**src/rtl/rx_link_ack_generator_pkg.sv**
```systemverilog
// Shared types for the receive-side link: flit layout, response entries and FIFO states.
package rx_link_ack_generator_pkg;

  localparam int FLIT_W = 64;
  localparam int TXN_W  = 12;
  localparam int VC_W   = 2;
  localparam int CODE_W = 8;

  typedef struct packed {
    logic [3:0]       opcode;
    logic [TXN_W-1:0] txn_id;
    logic [47:0]      addr;
  } req_t;

  typedef union packed {
    req_t              req;
    logic [FLIT_W-1:0] raw;
  } flit_u;

  typedef enum logic {RSP_ACK, RSP_NACK} rsp_kind_e;

  typedef struct packed {
    rsp_kind_e         kind;
    logic [TXN_W-1:0]  txn_id;
    logic [CODE_W-1:0] code;
  } rsp_entry_t;

  localparam logic [CODE_W-1:0] ERR_CODE_PARITY = 8'h01;
  localparam logic [CODE_W-1:0] ERR_CODE_NONE   = 8'h00;

  typedef enum logic [1:0] {FIFO_EMPTY, FIFO_PARTIAL, FIFO_FULL} fifo_state_e;

  // Even parity: the flit together with its parity bit must XOR to zero.
  function automatic logic parity_bad(input flit_u flit, input logic parity);
    return ^{flit, parity};
  endfunction

endpackage

```
**src/rtl/rx_link_ack_generator_if.sv**
```systemverilog
// Signal bundle between the network ejection port, the local consumer and the transmitter's retransmit logic.
interface rx_link_ack_generator_if;
  import rx_link_ack_generator_pkg::*;

  // valid/ready: a transfer happens on a rising clk edge where both are 1; the
  // sender holds its payload stable while valid is high and ready is low.
  // The ack/error pair has no ready: each is a one-cycle pulse.
  logic              net_rx_valid;
  flit_u             net_rx_flit;
  logic [VC_W-1:0]   net_rx_vc_id;
  logic              net_rx_parity;
  logic              net_rx_ready;

  logic              out_valid;
  flit_u             out_flit;
  logic [VC_W-1:0]   out_vc_id;
  logic              out_ready;

  logic              ack_valid;
  logic [TXN_W-1:0]  ack_txn_id;
  logic              error_detected;
  logic [TXN_W-1:0]  error_txn_id;
  logic [CODE_W-1:0] error_code;

  logic [7:0]        rx_error_count;
  logic [7:0]        dup_count;
  logic [7:0]        fifo_level;

  modport slave (
    input  net_rx_valid, net_rx_flit, net_rx_vc_id, net_rx_parity, out_ready,
    output net_rx_ready, out_valid, out_flit, out_vc_id,
    output ack_valid, ack_txn_id, error_detected, error_txn_id, error_code,
    output rx_error_count, dup_count, fifo_level
  );

  modport master (
    output net_rx_valid, net_rx_flit, net_rx_vc_id, net_rx_parity, out_ready,
    input  net_rx_ready, out_valid, out_flit, out_vc_id,
    input  ack_valid, ack_txn_id, error_detected, error_txn_id, error_code,
    input  rx_error_count, dup_count, fifo_level
  );

endinterface

```
**src/rtl/rx_link_ack_generator_sync_fifo_sa.sv**
```systemverilog
// Show-ahead synchronous FIFO with occupancy count; head reads as 0 while empty.
module sync_fifo_sa
  import rx_link_ack_generator_pkg::*;
#(
  parameter int W     = 8,
  parameter int DEPTH = 8,
  localparam int CW   = $clog2(DEPTH + 1)
) (
  input  logic          clk,
  input  logic          rst_n,
  input  logic          push,
  input  logic [W-1:0]  push_data,
  input  logic          pop,
  output logic [W-1:0]  head,
  output logic          empty,
  output logic [CW-1:0] count,
  output fifo_state_e   state
);

  localparam int AW = (DEPTH > 1) ? $clog2(DEPTH) : 1;

  logic [W-1:0]  mem [DEPTH];
  logic [AW-1:0] wr_ptr;
  logic [AW-1:0] rd_ptr;
  logic [CW-1:0] count_nxt;
  fifo_state_e   state_nxt;

  always_comb begin
    count_nxt = count;
    case ({push, pop})
      2'b10:   count_nxt = count + 1'b1;
      2'b01:   count_nxt = count - 1'b1;
      default: count_nxt = count;
    endcase
    if (count_nxt == '0)                state_nxt = FIFO_EMPTY;
    else if (count_nxt == CW'(DEPTH))   state_nxt = FIFO_FULL;
    else                                state_nxt = FIFO_PARTIAL;
  end

  always_ff @(posedge clk) begin
    if (push) mem[wr_ptr] <= push_data;
  end

  always_ff @(posedge clk or negedge rst_n) begin
    if (!rst_n) begin
      wr_ptr <= '0;
      rd_ptr <= '0;
      count  <= '0;
      state  <= FIFO_EMPTY;
    end else begin
      if (push) wr_ptr <= wr_ptr + 1'b1;
      if (pop)  rd_ptr <= rd_ptr + 1'b1;
      count <= count_nxt;
      state <= state_nxt;
    end
  end

  assign empty = (count == '0);
  assign head  = empty ? '0 : mem[rd_ptr];

  assert property (@(posedge clk) disable iff (!rst_n) !(push && state == FIFO_FULL));
  assert property (@(posedge clk) disable iff (!rst_n) !(pop && state == FIFO_EMPTY));

endmodule

```
**src/rtl/rx_link_ack_generator.sv**
```systemverilog
// Receive-side link endpoint: parity check, duplicate filtering against recent txn_ids,
// buffered delivery and one ack/NACK pulse per accepted flit.
module rx_link_ack_generator
  import rx_link_ack_generator_pkg::*;
#(
  parameter int DATA_DEPTH = 8,
  parameter int RSP_DEPTH  = 8,
  parameter int DUP_WINDOW = 16
) (
  input logic                     clk,
  input logic                     rst_n,
  rx_link_ack_generator_if.slave  bus
);

  localparam int DCW   = $clog2(DATA_DEPTH + 1);
  localparam int RCW   = $clog2(RSP_DEPTH + 1);
  localparam int HPW   = (DUP_WINDOW > 1) ? $clog2(DUP_WINDOW) : 1;
  localparam int DW    = FLIT_W + VC_W;
  localparam int RSP_W = $bits(rsp_entry_t);

  logic              ready_en;
  logic              accept;
  logic              bad_par;
  logic              hist_hit;
  logic              is_dup;
  logic              is_good;
  logic [TXN_W-1:0]  rx_txn_id;

  logic [TXN_W-1:0]      hist_id [DUP_WINDOW];
  logic [DUP_WINDOW-1:0] hist_valid;
  logic [HPW-1:0]        hist_ptr;

  logic [DW-1:0]  data_head;
  logic [DCW-1:0] data_count;
  logic           data_empty;
  fifo_state_e    data_state;

  rsp_entry_t     rsp_push;
  rsp_entry_t     rsp_head;
  logic [RCW-1:0] rsp_count;
  logic           rsp_empty;
  fifo_state_e    rsp_state;

  logic [7:0] rx_err_q;
  logic [7:0] dup_q;

  // ready_en keeps net_rx_ready low while reset is asserted.
  always_ff @(posedge clk or negedge rst_n) begin
    if (!rst_n) ready_en <= 1'b0;
    else        ready_en <= 1'b1;
  end

  assign bus.net_rx_ready = ready_en
                            && (data_count < DCW'(DATA_DEPTH))
                            && (rsp_count  < RCW'(RSP_DEPTH));
  assign accept    = bus.net_rx_valid && bus.net_rx_ready;
  assign rx_txn_id = bus.net_rx_flit.req.txn_id;
  assign bad_par   = parity_bad(bus.net_rx_flit, bus.net_rx_parity);

  always_comb begin
    hist_hit = 1'b0;
    for (int i = 0; i < DUP_WINDOW; i++) begin
      if (hist_valid[i] && (hist_id[i] == rx_txn_id)) hist_hit = 1'b1;
    end
  end

  assign is_dup  = !bad_par && hist_hit;
  assign is_good = !bad_par && !hist_hit;

  always_comb begin
    rsp_push.kind   = bad_par ? RSP_NACK : RSP_ACK;
    rsp_push.txn_id = rx_txn_id;
    rsp_push.code   = bad_par ? ERR_CODE_PARITY : ERR_CODE_NONE;
  end

  // Only clean deliveries enter history, so a corrupted copy never masks its resend.
  always_ff @(posedge clk or negedge rst_n) begin
    if (!rst_n) begin
      hist_valid <= '0;
      hist_ptr   <= '0;
      for (int i = 0; i < DUP_WINDOW; i++) hist_id[i] <= '0;
    end else if (accept && is_good) begin
      hist_id[hist_ptr]    <= rx_txn_id;
      hist_valid[hist_ptr] <= 1'b1;
      hist_ptr <= (hist_ptr == HPW'(DUP_WINDOW - 1)) ? '0 : hist_ptr + 1'b1;
    end
  end

  always_ff @(posedge clk or negedge rst_n) begin
    if (!rst_n) begin
      rx_err_q <= '0;
      dup_q    <= '0;
    end else begin
      if (accept && bad_par && (rx_err_q != 8'hFF)) rx_err_q <= rx_err_q + 8'd1;
      if (accept && is_dup  && (dup_q    != 8'hFF)) dup_q    <= dup_q + 8'd1;
    end
  end

  sync_fifo_sa #(.W(DW), .DEPTH(DATA_DEPTH)) u_data_fifo (
    .clk       (clk),
    .rst_n     (rst_n),
    .push      (accept && is_good),
    .push_data ({bus.net_rx_flit, bus.net_rx_vc_id}),
    .pop       (bus.out_valid && bus.out_ready),
    .head      (data_head),
    .empty     (data_empty),
    .count     (data_count),
    .state     (data_state)
  );

  // The transmitter cannot stall responses, so the head drains every cycle.
  sync_fifo_sa #(.W(RSP_W), .DEPTH(RSP_DEPTH)) u_rsp_fifo (
    .clk       (clk),
    .rst_n     (rst_n),
    .push      (accept),
    .push_data (rsp_push),
    .pop       (!rsp_empty),
    .head      (rsp_head),
    .empty     (rsp_empty),
    .count     (rsp_count),
    .state     (rsp_state)
  );

  assign bus.out_valid = !data_empty;
  assign bus.out_flit  = data_head[DW-1:VC_W];
  assign bus.out_vc_id = data_head[VC_W-1:0];

  assign bus.ack_valid      = !rsp_empty && (rsp_head.kind == RSP_ACK);
  assign bus.ack_txn_id     = bus.ack_valid ? rsp_head.txn_id : '0;
  assign bus.error_detected = !rsp_empty && (rsp_head.kind == RSP_NACK);
  assign bus.error_txn_id   = bus.error_detected ? rsp_head.txn_id : '0;
  assign bus.error_code     = bus.error_detected ? rsp_head.code : '0;

  assign bus.rx_error_count = rx_err_q;
  assign bus.dup_count      = dup_q;
  assign bus.fifo_level     = 8'(data_count);

  assert property (@(posedge clk) disable iff (!rst_n) (data_state == FIFO_EMPTY) == data_empty);
  assert property (@(posedge clk) disable iff (!rst_n) (rsp_state == FIFO_EMPTY) == rsp_empty);
  assert property (@(posedge clk) disable iff (!rst_n) !(bus.ack_valid && bus.error_detected));

endmodule

```
**src/flat_wrapper.sv**
```systemverilog
// flat-port wrapper written by rule: the top's interface ports become plain ports
module rx_link_ack_generator_flat import rx_link_ack_generator_pkg::*;
#(
  parameter int DATA_DEPTH = 8,
  parameter int RSP_DEPTH  = 8,
  parameter int DUP_WINDOW = 16
)
  (clk, rst_n, bus_net_rx_valid, bus_net_rx_flit, bus_net_rx_vc_id, bus_net_rx_parity, bus_out_ready, bus_net_rx_ready, bus_out_valid, bus_out_flit, bus_out_vc_id, bus_ack_valid, bus_ack_txn_id, bus_error_detected, bus_error_txn_id, bus_error_code, bus_rx_error_count, bus_dup_count, bus_fifo_level);
  rx_link_ack_generator_if bus_i ();
  input logic clk;
  input logic rst_n;
  input wire logic [$bits(bus_i.net_rx_valid)-1:0] bus_net_rx_valid;
  input wire logic [$bits(bus_i.net_rx_flit)-1:0] bus_net_rx_flit;
  input wire logic [$bits(bus_i.net_rx_vc_id)-1:0] bus_net_rx_vc_id;
  input wire logic [$bits(bus_i.net_rx_parity)-1:0] bus_net_rx_parity;
  input wire logic [$bits(bus_i.out_ready)-1:0] bus_out_ready;
  output wire logic [$bits(bus_i.net_rx_ready)-1:0] bus_net_rx_ready;
  output wire logic [$bits(bus_i.out_valid)-1:0] bus_out_valid;
  output wire logic [$bits(bus_i.out_flit)-1:0] bus_out_flit;
  output wire logic [$bits(bus_i.out_vc_id)-1:0] bus_out_vc_id;
  output wire logic [$bits(bus_i.ack_valid)-1:0] bus_ack_valid;
  output wire logic [$bits(bus_i.ack_txn_id)-1:0] bus_ack_txn_id;
  output wire logic [$bits(bus_i.error_detected)-1:0] bus_error_detected;
  output wire logic [$bits(bus_i.error_txn_id)-1:0] bus_error_txn_id;
  output wire logic [$bits(bus_i.error_code)-1:0] bus_error_code;
  output wire logic [$bits(bus_i.rx_error_count)-1:0] bus_rx_error_count;
  output wire logic [$bits(bus_i.dup_count)-1:0] bus_dup_count;
  output wire logic [$bits(bus_i.fifo_level)-1:0] bus_fifo_level;
  assign bus_i.net_rx_valid = bus_net_rx_valid;
  assign bus_i.net_rx_flit = bus_net_rx_flit;
  assign bus_i.net_rx_vc_id = bus_net_rx_vc_id;
  assign bus_i.net_rx_parity = bus_net_rx_parity;
  assign bus_i.out_ready = bus_out_ready;
  assign bus_net_rx_ready = bus_i.net_rx_ready;
  assign bus_out_valid = bus_i.out_valid;
  assign bus_out_flit = bus_i.out_flit;
  assign bus_out_vc_id = bus_i.out_vc_id;
  assign bus_ack_valid = bus_i.ack_valid;
  assign bus_ack_txn_id = bus_i.ack_txn_id;
  assign bus_error_detected = bus_i.error_detected;
  assign bus_error_txn_id = bus_i.error_txn_id;
  assign bus_error_code = bus_i.error_code;
  assign bus_rx_error_count = bus_i.rx_error_count;
  assign bus_dup_count = bus_i.dup_count;
  assign bus_fifo_level = bus_i.fifo_level;
  rx_link_ack_generator #(.DATA_DEPTH(DATA_DEPTH), .RSP_DEPTH(RSP_DEPTH), .DUP_WINDOW(DUP_WINDOW)) u_core (.clk(clk), .rst_n(rst_n), .bus(bus_i));
endmodule
```
**config.mk**
```make
export PLATFORM = sky130hd
export DESIGN_NAME = rx_link_ack_generator_flat
export DESIGN_NICKNAME = d
export VERILOG_FILES = /design/src/rtl/rx_link_ack_generator_pkg.sv /design/src/rtl/rx_link_ack_generator_if.sv /design/src/rtl/rx_link_ack_generator_sync_fifo_sa.sv /design/src/rtl/rx_link_ack_generator.sv /design/src/flat_wrapper.sv
export SDC_FILE = /design/constraint.sdc
export NUM_CORES = 1
export LEC_CHECK = 0
export CAP_MARGIN = 20
export CORE_ASPECT_RATIO = 0.8
export CORE_UTILIZATION = 60
export CTS_CLUSTER_SIZE = 16
export DETAILED_ROUTE_END_ITERATION = 16
export PLACE_DENSITY = 0.86
export SLEW_MARGIN = 20
export SYNTH_ARGS = -nofsm -noshare
export SYNTH_HDL_FRONTEND = slang
export SYNTH_SLANG_ARGS = --single-unit
```
**constraint.sdc**
```tcl
create_clock -name clk -period 11.5 [get_ports clk]
set_input_delay 2.3 -clock clk [delete_from_list [all_inputs] [get_ports clk]]
set_output_delay 2.3 -clock clk [all_outputs]
set_load 0.01 [all_outputs]
```
== Yosys cells after proc, flatten, opt, wreduce, memory -nomap -nowiden ==
Memories as Yosys holds them, arrays and structs flattened.
Index checks and enable logic that the tools add are counted.

* Register bits after elaboration: 249
* Bits in writable memories: 640
* Logic and storage cells: 147
* Output and inout bits: 126
* Bits of input ports: 71
* Memories: 2

* Eq/ne operators: 23
* Reduce and logical (&&, ||, !) cells: 40
* Multiplexer cells: 35
* Bitwise gates (word level): 3
* $lt $le $gt $ge: 6
* $add $sub $neg: 11

{| class="wikitable"
|+ Memories
! memory !! words !! width !! read ports !! clocked after Yosys merged registers in !! wr ports !! RTL line !! text
|-
| u_core.u_data_fifo.mem || 8 || 66 || 1 || 0 || 1 || rx_link_ack_generator_sync_fifo_sa.sv:22 || <nowiki>logic [W-1:0] mem [DEPTH];</nowiki>
|-
| u_core.u_rsp_fifo.mem || 8 || 14 || 1 || 0 || 1 || rx_link_ack_generator_sync_fifo_sa.sv:22 ||
|}

{| class="wikitable"
|+ Operators by type and width
! operator !! count
|-
| bitwise mux 192 bit || 1
|-
| equality test 12 bit || 16
|-
| two-way mux 66 bit || 1
|-
| XOR reduction 65 bit || 1
|-
| demux 12 bit (select 4 bit) || 1
|-
| two-way mux 12 bit || 3
|-
| logical AND 1 bit || 31
|-
| two-way mux 1 bit || 23
|-
| two-way mux 21 bit || 1
|-
| adder 8 x 1 -> 8 bit, second input constant || 2
|-
| != test 8 bit, second input constant || 2
|-
| bitwise OR 16 bit || 1
|-
| one-hot mux 4 bit (2 select lines) || 2
|-
| adder 3 x 1 -> 3 bit, second input constant || 4
|-
| adder 4 x 1 -> 4 bit, second input constant || 3
|-
| logical NOT 4 bit || 2
|-
| < comparator 4 bit, second input constant || 2
|-
| two-way mux 8 bit || 1
|-
| subtractor 4 x 1 -> 4 bit, second input constant || 2
|-
| >= comparator 5 bit, second input constant || 1
|-
| < comparator 4 x 5 -> 1 bit, second input constant || 1
|-
| < comparator 5 x 1 -> 1 bit, second input constant || 1
|-
| inverter 4 -> 5 bit || 1
|-
| demux 1 bit (select 4 bit) || 1
|-
| 8 further kinds || 14
|}

== Logic depth before layout (Yosys ltp) ==
Gate-level depths: netlist of the first run.

* Depth after elaboration: 23
* Mapped depth: 19
* Depth with buffers taken out: 15

== Modules after synthesis ==
Synthesis of the first run repeated with hierarchy kept, for this count alone.

* Cells, all modules: 2211
* Area, all modules: 40271.1 um^2

{| class="wikitable"
|+ Modules (own cells, without submodules)
! module !! seq. area each (um^2) !! cells each !! times used !! area an instance (um^2)
|-
| sync_fifo_sa at u_core.u_data_fifo || 16155.5 || 903 || 1 || 20678.6
|-
| rx_link_ack_generator || 5730.5 || 972 || 1 || 12543.3
|-
| sync_fifo_sa at u_core.u_rsp_fifo || 5345.1 || 336 || 1 || 7049.3
|}

== Worst setup path after synthesis of the first run ==
No wires, ideal clock.

* Kind: input port to flip-flop
* From: input port bus_net_rx_flit[53]
* To: memory u_core.u_data_fifo.mem[4][0] (netlist bit) (enable)
* Path slack: -0.374 ns
* Setup time: 0.677 ns
* Stages on the path: 11
* Buffers on the path: 2
* Arrival time: 11.197 ns
* Data required time: 10.823 ns
* Cell sequence: buf_4 -> xor2_1 -> xnor2_1 -> xnor2_1 -> xnor2_1 -> xnor3_1 -> xnor2_2 -> buf_2 -> nor3_2 -> inv_2 -> nor4b_1

* Cells in the longest elaborated chain, start to end: 23
* Elaborated cells between the ends (all ways): 55
* Those cells by class: eq/ne: 16; mux: 18; reduce/logical: 21

{| class="wikitable"
|+ Ends and longest elaborated chain
! item !! RTL line !! text
|-
| start: declaration || flat_wrapper.sv:13 || <nowiki>input wire logic [$bits(bus_i.net_rx_flit)-1:0] bus_net_rx_flit;</nowiki>
|-
| equality test 12 bit || rx_link_ack_generator.sv:63 || <nowiki>if (hist_valid[i] && (hist_id[i] == rx_txn_id)) hist_hit = 1'b1;</nowiki>
|-
| logical AND 1 bit || rx_link_ack_generator.sv:63 ||
|-
| two-way mux 1 bit (16 in series) || rx_link_ack_generator.sv:63 ||
|-
| logical NOT 1 bit || rx_link_ack_generator.sv:68 || <nowiki>assign is_good = !bad_par && !hist_hit;</nowiki>
|-
| logical AND 1 bit (*) || rx_link_ack_generator.sv:68 ||
|-
| logical AND 1 bit (*) || rx_link_ack_generator.sv:102 || <nowiki>.push (accept && is_good),</nowiki>
|-
| two-way mux 1 bit (*) || rx_link_ack_generator_sync_fifo_sa.sv:41 || <nowiki>if (push) mem[wr_ptr] <= push_data;</nowiki>
|-
| two-way mux 1 bit (not written as such) (*) || rx_link_ack_generator_sync_fifo_sa.sv:41 ||
|-
| end: declaration || rx_link_ack_generator_sync_fifo_sa.sv:22 ||
|}

Mark *: on every way between the ends. The rest lies on a longest branch, timed or not.

== Worst setup path after layout of the first run ==
* From: input port bus_net_rx_flit[34]
* To: memory u_core.u_data_fifo.mem[3][23] (netlist bit) (enable)

* Cells in the longest elaborated chain, start to end: 6

{| class="wikitable"
|+ Ends and longest elaborated chain
! item !! RTL line !! text
|-
| XOR reduction 65 bit || rx_link_ack_generator_pkg.sv:35 || <nowiki>return ^{flit, parity};</nowiki>
|-
| logical NOT 1 bit || rx_link_ack_generator.sv:68 ||
|-
| logical AND 1 bit || rx_link_ack_generator.sv:68 ||
|-
| logical AND 1 bit || rx_link_ack_generator.sv:102 ||
|-
| two-way mux 1 bit || rx_link_ack_generator_sync_fifo_sa.sv:41 ||
|-
| two-way mux 1 bit (not written as such) || rx_link_ack_generator_sync_fifo_sa.sv:41 ||
|}

No other way between the ends.

==> results of run 1 <==
[metal layers]
layer  routed length (um)  vias to the layer above  global-route usage [%]  part of all wire [%]
met1                32700                    10281                    36.3                    40
li1                     -                     8274                       -                     -
met5                   11                        -                       0                 0.014
met2                40400                      871                    42.7                    50
met4                 2330                        2                    8.90                   2.9
met3                 5810                      151                    4.82                   7.2
[cells in the final DEF, fill, tap and decap left out, types with 35 or more instances in the layout]
cell type	Yosys	final
sky130_fd_sc_hd__buf_4	36	45
sky130_fd_sc_hd__clkbuf_16	0	82
sky130_fd_sc_hd__clkdlybuf4s50_1	0	172
sky130_fd_sc_hd__dfrtp_1	249	246
sky130_fd_sc_hd__edfxtp_1	632	632
sky130_fd_sc_hd__mux2_2	166	166
sky130_fd_sc_hd__mux2_4	45	45
sky130_fd_sc_hd__mux2i_1	69	69
sky130_fd_sc_hd__mux4_2	158	158
sky130_fd_sc_hd__nand2_1	46	46
sky130_fd_sc_hd__nand4_1	42	42
sky130_fd_sc_hd__nor2_1	99	99
sky130_fd_sc_hd__nor4_1	39	35
sky130_fd_sc_hd__xnor2_1	153	153
sky130_fd_sc_hd__xor2_1	129	129
[registers in the layout (all words and copies together) (netlist names), 4 cells and up]
| signal | flops |
|---|---|
| u_core.u_data_fifo.mem | 528 |
| u_core.hist_id | 192 |
| u_core.u_rsp_fifo.mem | 104 |
| u_core.hist_valid | 16 |
| u_core.bus.dup_count | 8 |
| u_core.bus.rx_error_count | 8 |
| u_core.hist_ptr | 4 |
| u_core.u_data_fifo.count | 4 |
| u_core.u_rsp_fifo.count | 4 |
[cell usage after synthesis (8+ instances only)]
| library cell | number |
|---|---|
| sky130_fd_sc_hd__clkbuf_1 | 55 |
| sky130_fd_sc_hd__dfrtp_1 | 249 |
| sky130_fd_sc_hd__nand4_1 | 42 |
| sky130_fd_sc_hd__nand2_1 | 46 |
| sky130_fd_sc_hd__nor4_1 | 39 |
| sky130_fd_sc_hd__or2_2 | 11 |
| sky130_fd_sc_hd__buf_1 | 19 |
| sky130_fd_sc_hd__xor2_1 | 129 |
| sky130_fd_sc_hd__edfxtp_1 | 632 |
| sky130_fd_sc_hd__buf_4 | 36 |
| sky130_fd_sc_hd__mux2i_1 | 69 |
| sky130_fd_sc_hd__inv_1 | 16 |
| sky130_fd_sc_hd__ha_1 | 16 |
| sky130_fd_sc_hd__nor4_4 | 10 |
| sky130_fd_sc_hd__nand2b_1 | 8 |
| sky130_fd_sc_hd__mux2_2 | 166 |
| sky130_fd_sc_hd__nor2_1 | 99 |
| sky130_fd_sc_hd__mux2_4 | 45 |
| sky130_fd_sc_hd__buf_2 | 32 |
| sky130_fd_sc_hd__mux4_2 | 158 |
| sky130_fd_sc_hd__xnor2_1 | 153 |
[per-stage QoR]
| step | setup WS [ns] | hold slack (ns) | total power [uW] |
|---|---|---|---|
| floorplan | -0.374 | 0.434 | 5910 |
| global placement | 4.04 | 0.449 | 7020 |
| detailed placement | 3.94 | 0.453 | 7130 |
| CTS | 4.45 | 0.469 | 9980 |
| global route | 4.27 | 0.484 | 10300 |
| finish | 4.48 | 0.468 | 9930 |
[worst max-delay path by stage]
stage	end	slack [ns]	cells past startpoint
floorplan	u_core.u_data_fifo.mem[4][0]$_DFFE_PP_	-0.37	11
global placement	u_core.u_data_fifo.mem[3][13]$_DFFE_PP_	4.04	13
detailed placement	u_core.u_data_fifo.mem[2][14]$_DFFE_PP_	3.94	13
CTS	u_core.u_data_fifo.mem[3][10]$_DFFE_PP_	4.45	13
global route	u_core.u_data_fifo.mem[2][23]$_DFFE_PP_	4.27	13
finish	u_core.u_data_fifo.mem[3][23]$_DFFE_PP_	4.48	13
[final cells by class]
class	count	area share, %
flip-flops and latches	881	59.0
clock buffers	106	5.20
clock inverters	44	1.37
well taps	830	2.43
inverters	17	0.149
repair buffers	231	5.02
diodes	4	0.0234
multi-input cells	1061	26.8
[logic make-up after synthesis]
family	count (synthesis)
DFF	881
adders and majority gates	18
and+or+nand+nor	294
buffers and inverters	165
xor gates and xnor gates	285
AOI/OAI and AO/OA	13
muxes	439
other	2
[power by group]
part / internal [uW] / total (uW) / switching, uW
sequential: 3670 / 3970 / 298
clock: 1630 / 2810 / 1190
combinational: 1560 / 3150 / 1590
[critical path, delay by kind of cell]
family / cells / cell delay (ns)
XOR/XNOR: 6 / 1.92
AND/OR/NAND/NOR: 2 / 0.77
buffers and inverters: 5 / 2.21
==> impl_results.md, run 1 <==
- Buffers added on ports: roughly 190
- Last weighted congestion value of the routability-driven placer: approximately 0.81
- Total leakage power: ~0.016 uW
- Number of standard cells in the layout, taps in and fillers out: about 3200
- Synthesized instance count: 2097
- Count of flip-flops with a built-in enable after synthesis: ~630
- Post-route clock period utilization: 61.0%
- Initial antenna violation count: 5
- Number of stages on the worst hold path: 1
- Global-route wire length before repair: approximately 120000 um
- Synthesized-area fraction occupied by adder cells: less than 1%
- Synth warn: 0
- Req. time, crit path: ~12 ns
- CTS hold repair buffers: 0
- Total detailed-routing wirelength: roughly 80000 um
- Clock root buffer: sky130_fd_sc_hd__clkbuf_16
- Distinct cell type count of the synthesized netlist: between 40 and 50
- Starting DRT DRC Count: roughly 1900
- Residual DRC: 0
- Multiplexer area fraction after synthesis: a little under a fifth
- Unrepaired setup endpoints after global routing: false
- Total negative slack for setup checks: 0 ns
- Slack of the worst reg-to-reg path: 7.33 ns
- Mean Syn Cell Area: 17.8 sq um
- Critical Path Sink Type: register
- Grt ovf: 0
- Sort of element at the start of the critical path: input pin
- Basic-gate share of the synthesized area counting and, or, nand and nor cells: 4.46%
- Half-perimeter wire length after placement: around 43000 um
- Via total after detailed routing: 19579
- Worst rel slew slack: approximately a fifth
- Later-pin clock latency in the skew report: about 0.65 ns
- Number of setup violations in the final report: 0
- Maximum achievable frequency: around 0.14 GHz
- Post-layout util: a little over two thirds
- Routed wire length per instance: around 26 um
- Highest net fanout along the worst path: 42
- Worst clock skew on the final layout: around 0.048 ns
- Inst Count DP: approximately 3000
- Hold WC Path Type: register to register
- Nets@finish: about 2400
- Number of setup buffers added after CTS: 0
- Post-synthesis xor/xnor area fraction: about 6.8%
- Hold worst-path end: u_core.hist_valid[13]$_DFFE_PN0P_
- Vias in the first global route: about 20000
- Combined flip-flop and latch cell area: approximately 0.025 sq mm
- Commonest register cell after synthesis: sky130_fd_sc_hd__edfxtp_1
- Class of the most critical setup path: input pin to register
- Synthesized area: roughly 0.037 sq mm
- Compound-cell area share of the yosys netlist: less than 1%
- Layout cell share with drive strength beyond 1: 25.3%
- Clk pin slew, worst setup/hold paths: about 0.060 ns
- Reg-to-Reg Start: u_core.hist_id[59]$_DFFE_PN0P_
- Antenna-violating nets left: 0
- Shortest period the worst path allows: 7.02 ns
- Largest net degree at the start of global routing: 129
- Reg2reg end: u_core.u_data_fifo.mem[3][23]$_DFFE_PP_
- Fill cell instance count of the final layout: roughly 3600
- Synth area leader: sky130_fd_sc_hd__edfxtp_1
- Share of async-settable or async-resettable flops after synthesis: around 28%
- Cell with the largest stage delay on the worst path: sky130_fd_sc_hd__buf_4
- Post-route design area: around 0.043 sq mm
- Vias per Instance: just over 6
- Fin. Hold Viols: 0
- Post_cts resized: 0
- Seq cells post-synth: 881
- Total CTS buffers: between 80 and 90
- Count of H-tree levels built during CTS: 3
- Placed cell area: approximately 0.04 sq mm
- I/O pin count: a little under 200
- Site Rows: 81
- Max_cap viols: 0
- Die footprint: between 0.06 and 0.07 sq mm
- Delay contributed by the slowest stage of the critical path: around 0.67 ns
- Buffers from clock root to sink, at most: 3
- Area added between synthesis and finish: 14.3%
- Data arrival at the endpoint of the critical path: 7.26 ns
- Number of iterations in the first detailed-routing pass: 8
- Starting utilization of the core area: 61.0%
- Least-Margin Pin Slew: approximately 1.2 ns
- Total GRT Usage: a little over a quarter
- Worst setup path startpoint: bus_net_rx_flit[34]
- Top cell type's share of synthesized area: between 50% and 60%
- Startpoint of the tightest hold check path: u_core.hist_valid[13]$_DFFE_PN0P_
- Main combinational cell family by area after synthesis: multiplexers
- Width of the die: between 200 and 300 um
- Count of cells along the worst register-to-register path: 11
- Ratio of total power to cell area: 232 mW/mm^2
- Standard cell core area: just over 0.06 sq mm
- Cell breakdown of the critical path: clkdlybuf4s50_1 -> xor2_1 -> xnor2_1 -> xnor2_1 -> xnor2_1 -> xnor3_1 -> xnor2_4 -> buf_4 -> nor3_2 -> inv_2 -> nor4b_2 -> buf_4 -> buf_4
- Sequential fraction of the synthesis area: about 67%
- Dominant cells by area after synthesis: sky130_fd_sc_hd__edfxtp_1, sky130_fd_sc_hd__dfrtp_1, sky130_fd_sc_hd__mux4_2
- Total clock sinks: about 900
- Worst IR Drop VDD: between 0.3 and 0.4 mV
- Overall die height: 225 um
- CTS tree: yes
- Run status: finished, final reports clean
- Total area of multi-input combinational cells: roughly 0.011 sq mm
- Pins Over Slew Limit: 0
(Power assumes the default switching activity.)
==> inputs of run 2 (changes only) <==
--- a/config.mk
+++ b/config.mk
@@ -7,10 +7,10 @@
 export LEC_CHECK = 0
 export CAP_MARGIN = 20
 export CORE_ASPECT_RATIO = 0.8
-export CORE_UTILIZATION = 60
+export CORE_UTILIZATION = 54
 export CTS_CLUSTER_SIZE = 16
 export DETAILED_ROUTE_END_ITERATION = 16
-export PLACE_DENSITY = 0.86
+export PLACE_DENSITY = 0.82
 export SLEW_MARGIN = 20
 export SYNTH_ARGS = -nofsm -noshare
 export SYNTH_HDL_FRONTEND = slang
==> constraint.sdc (replaced) <==
create_clock -name clk -period 5.74 [get_ports clk]
set_input_delay 1.148 -clock clk [delete_from_list [all_inputs] [get_ports clk]]
set_output_delay 1.148 -clock clk [all_outputs]
set_load 0.01 [all_outputs]
==> impl_results.md, run 2 (synthesis gave the netlist of run 1 again) <==
- Antenna-violating nets left: 0 (unchanged)
- Number of iterations in the first detailed-routing pass: 5 (was 8)
- Clock root buffer: sky130_fd_sc_hd__clkbuf_16 (unchanged)
- Sort of element at the start of the critical path: register (was input pin)
- Fraction of met3 tracks used by global routing: 3.88% (was 4.82%)
- Least-Margin Pin Slew: 1.06 ns (was 1.19 ns)
- Req. time, crit path: 4.59 ns (was 11.74 ns)
- Reg2reg end: u_core.u_data_fifo.mem[3][4]$_DFFE_PP_ (was u_core.u_data_fifo.mem[3][23]$_DFFE_PP_)
- Last weighted congestion value of the routability-driven placer: 0.796 (was 0.809)
- Post-route clock period utilization: 85.2%
- Initial antenna violation count: 4 (was 5)
- CP Capture Point: bus_error_txn_id[4] (was u_core.u_data_fifo.mem[3][23]$_DFFE_PP_)
- Ratio of total power to cell area: 461 mW/mm^2 (was 232 mW/mm^2)
- Unrepaired setup endpoints after global routing: false (unchanged)
- Number of flip-flops under the largest register name: 528 (unchanged)
- Worst rel slew slack: 27.5% (was 21.0%)
- CTS tree: yes (unchanged)
- Worst clock skew on the final layout: 0.0617 ns (was 0.0482 ns)
- PnR Total Power: 20100 uW (was 9930 uW)
- Combined flip-flop and latch cell area: 0.0252 sq mm (unchanged)
- Grt ovf: 0 (unchanged)
- Standard cell core area: 0.0679 sq mm (was 0.0613 sq mm)
- Width of the die: 296 um (was 281 um)
- I/O pin count: 197 (unchanged)
- Total area of multi-input combinational cells: 0.0115 sq mm (was 0.0114 sq mm)
- Run status: finished, final reports clean (unchanged)
- Number of setup buffers added after CTS: 0 (unchanged)
- Starting utilization of the core area: 55.1% (was 61.0%)
- Total detailed-routing wirelength: 80100 um (was 81200 um)
- Vias per Instance: 5.89 (was 6.17)
- Pins Over Slew Limit: 0 (unchanged)
- Die footprint: 0.0703 sq mm (was 0.0633 sq mm)
- Maximum achievable frequency: between 0.2 and 0.25 GHz
- Register with the most flip-flops: u_core.u_data_fifo.mem (unchanged)
- Clk pin slew, worst setup/hold paths: 0.06 ns (about the same)
- Post-layout util: 64.2% (was 69.7%)
- Buffers added on ports: 185 (unchanged)
- Routed wire length per instance: 24.3 um (was 25.6 um)
- Overall die height: 237 um (was 225 um)
- Shortest period the worst path allows: 4.89 ns
- Total GRT Usage: 23.1% (was 26.3%)
- Fin. Hold Viols: 0 (unchanged)
- Number of setup violations in the final report: 0 (unchanged)
- Top Usage Layer GRT: met2 (unchanged)
- Later-pin clock latency in the skew report: 0.66 ns (was 0.65 ns)
- Total leakage power: 0.0162 uW (was 0.0159 uW)
- Via total after detailed routing: 19394 (was 19579)
- Data arrival at the endpoint of the critical path: 3.74 ns (was 7.26 ns)
- Residual DRC: 0 (unchanged)
- Total CTS buffers: 84 (was 81)
- Critical Path Sink Type: primary output (was register)
- Buffers from clock root to sink, at most: 3 (unchanged)
- Largest net degree at the start of global routing: 126 (was 129)
- Worst hold slack after final layout: 0.467 ns (was 0.468 ns)
- Fill cell instance count of the final layout: 4457 (was 3551)
- Placed cell area: 0.0406 sq mm (was 0.0399 sq mm)
- Most frequent cells in the layout: sky130_fd_sc_hd__edfxtp_1, sky130_fd_sc_hd__dfrtp_1, sky130_fd_sc_hd__clkdlybuf4s50_1 (unchanged)
- Starting DRT DRC Count: 1744 (was 1902)
- Hold WC Path Type: register to register (unchanged)
- Reg-to-Reg Start: u_core.hist_id[60]$_DFFE_PN0P_ (was u_core.hist_id[59]$_DFFE_PN0P_)
- Half-perimeter wire length after placement: 45500 um (was 43200 um)
- Startpoint of the tightest hold check path: u_core.hist_valid[10]$_DFFE_PN0P_ (was u_core.hist_valid[13]$_DFFE_PN0P_)
- Site Rows: 85 (was 81)
- Vias in the first global route: 20504 (was 20404)
- Area added between synthesis and finish: 16.6% (was 14.3%)
- Max_cap viols: 0 (unchanged)
- Most common cell after layout, fill and taps aside: sky130_fd_sc_hd__edfxtp_1 (unchanged)
- Total negative slack for setup checks: 0 ns (unchanged)
- Layout cell share with drive strength beyond 1: 26.4% (was 25.3%)
- Post_cts resized: 0 (unchanged)
- Slack of the worst reg-to-reg path: 2.01 ns (was 7.33 ns)
- Highest net fanout along the worst path: 14 (was 42)
- Met2 Usage GRT: 37.2% (was 42.7%)
- Class of the most critical setup path: register to primary output (was input pin to register)
- Global-route wire length before repair: 122000 um (was 124000 um)
- Top Registers: u_core.u_data_fifo.mem (528), u_core.hist_id (192), u_core.u_rsp_fifo.mem (104) (unchanged)
- Count of cells along the worst register-to-register path: 11 (unchanged)
- GRT met1 Usage: 32.2% (was 36.3%)
- CTS hold repair buffers: 0 (unchanged)
- Post-route design area: 0.0436 sq mm (was 0.0427 sq mm)
- Count of H-tree levels built during CTS: 3 (unchanged)
- Worst IR Drop VDD: 0.435 mV (was 0.383 mV)
- Total clock sinks: 881 (unchanged)
- Nets@finish: 2398 (was 2362)
- Worst setup path startpoint: u_core.u_rsp_fifo.rd_ptr[0]$_DFFE_PN0N_ (was bus_net_rx_flit[34])
==> run 2: layer usage <==
layer	vias to the layer above	share of wire (%)
li1	8354	-
met4	2	2.8
met5	-	0.016
met1	10188	42
met3	132	6.5
met2	718	49
==> run 2: power breakdown <==
part           internal (uW)  leakage [uW]  switching (uW)
Sequential              7350       0.00907             641
Clock                   3350       0.00141            2410
Combinational           3210       0.00575            3140
Total                  13900        0.0162            6180
==> run 2: worst min-delay path by stage <==
stage                                        end  slack [ns]  depth (start not counted)
4_1_cts        u_core.hist_valid[10]$_DFFE_PN0P_        0.47                          1
6_report       u_core.hist_valid[10]$_DFFE_PN0P_        0.47                          1
3_5_place_dp   u_core.hist_valid[10]$_DFFE_PN0P_        0.45                          1
5_1_grt        u_core.hist_valid[12]$_DFFE_PN0P_        0.48                          1
3_3_place_gp    u_core.hist_valid[9]$_DFFE_PN0P_        0.45                          1
2_1_floorplan  u_core.hist_valid[10]$_DFFE_PN0P_        0.43                          1
==> run 2: cell type report <==
class                           instances  share of cell area [%]
Sequential cell                       881                    57.9
Clock buffer                          104                    5.14
Inverter                               17                   0.152
Antenna cell                            4                  0.0230
Clock inverter                         51                    1.54
Timing Repair Buffer                  264                    6.23
Multi-Input combinational cell       1061                    26.4
Tap cell                              913                    2.62
==> run 2: worst max-delay path, stage by stage, from the launching register on <==
cell	delay (ns)
sky130_fd_sc_hd__dfrtp_1	0.96
sky130_fd_sc_hd__mux4_2	0.61
sky130_fd_sc_hd__mux2i_1	0.84
sky130_fd_sc_hd__nor2_1	0.13
sky130_fd_sc_hd__clkdlybuf4s50_1	0.54
==> run 2: per-stage QoR <==
step	setup slack [ns]	std cells
final	0.852	3295
after detailed placement	0.294	3135
after global placement	0.321	3135
after global routing	0.663	3294
after floorplan	-0.431	2107
after CTS	0.812	3290
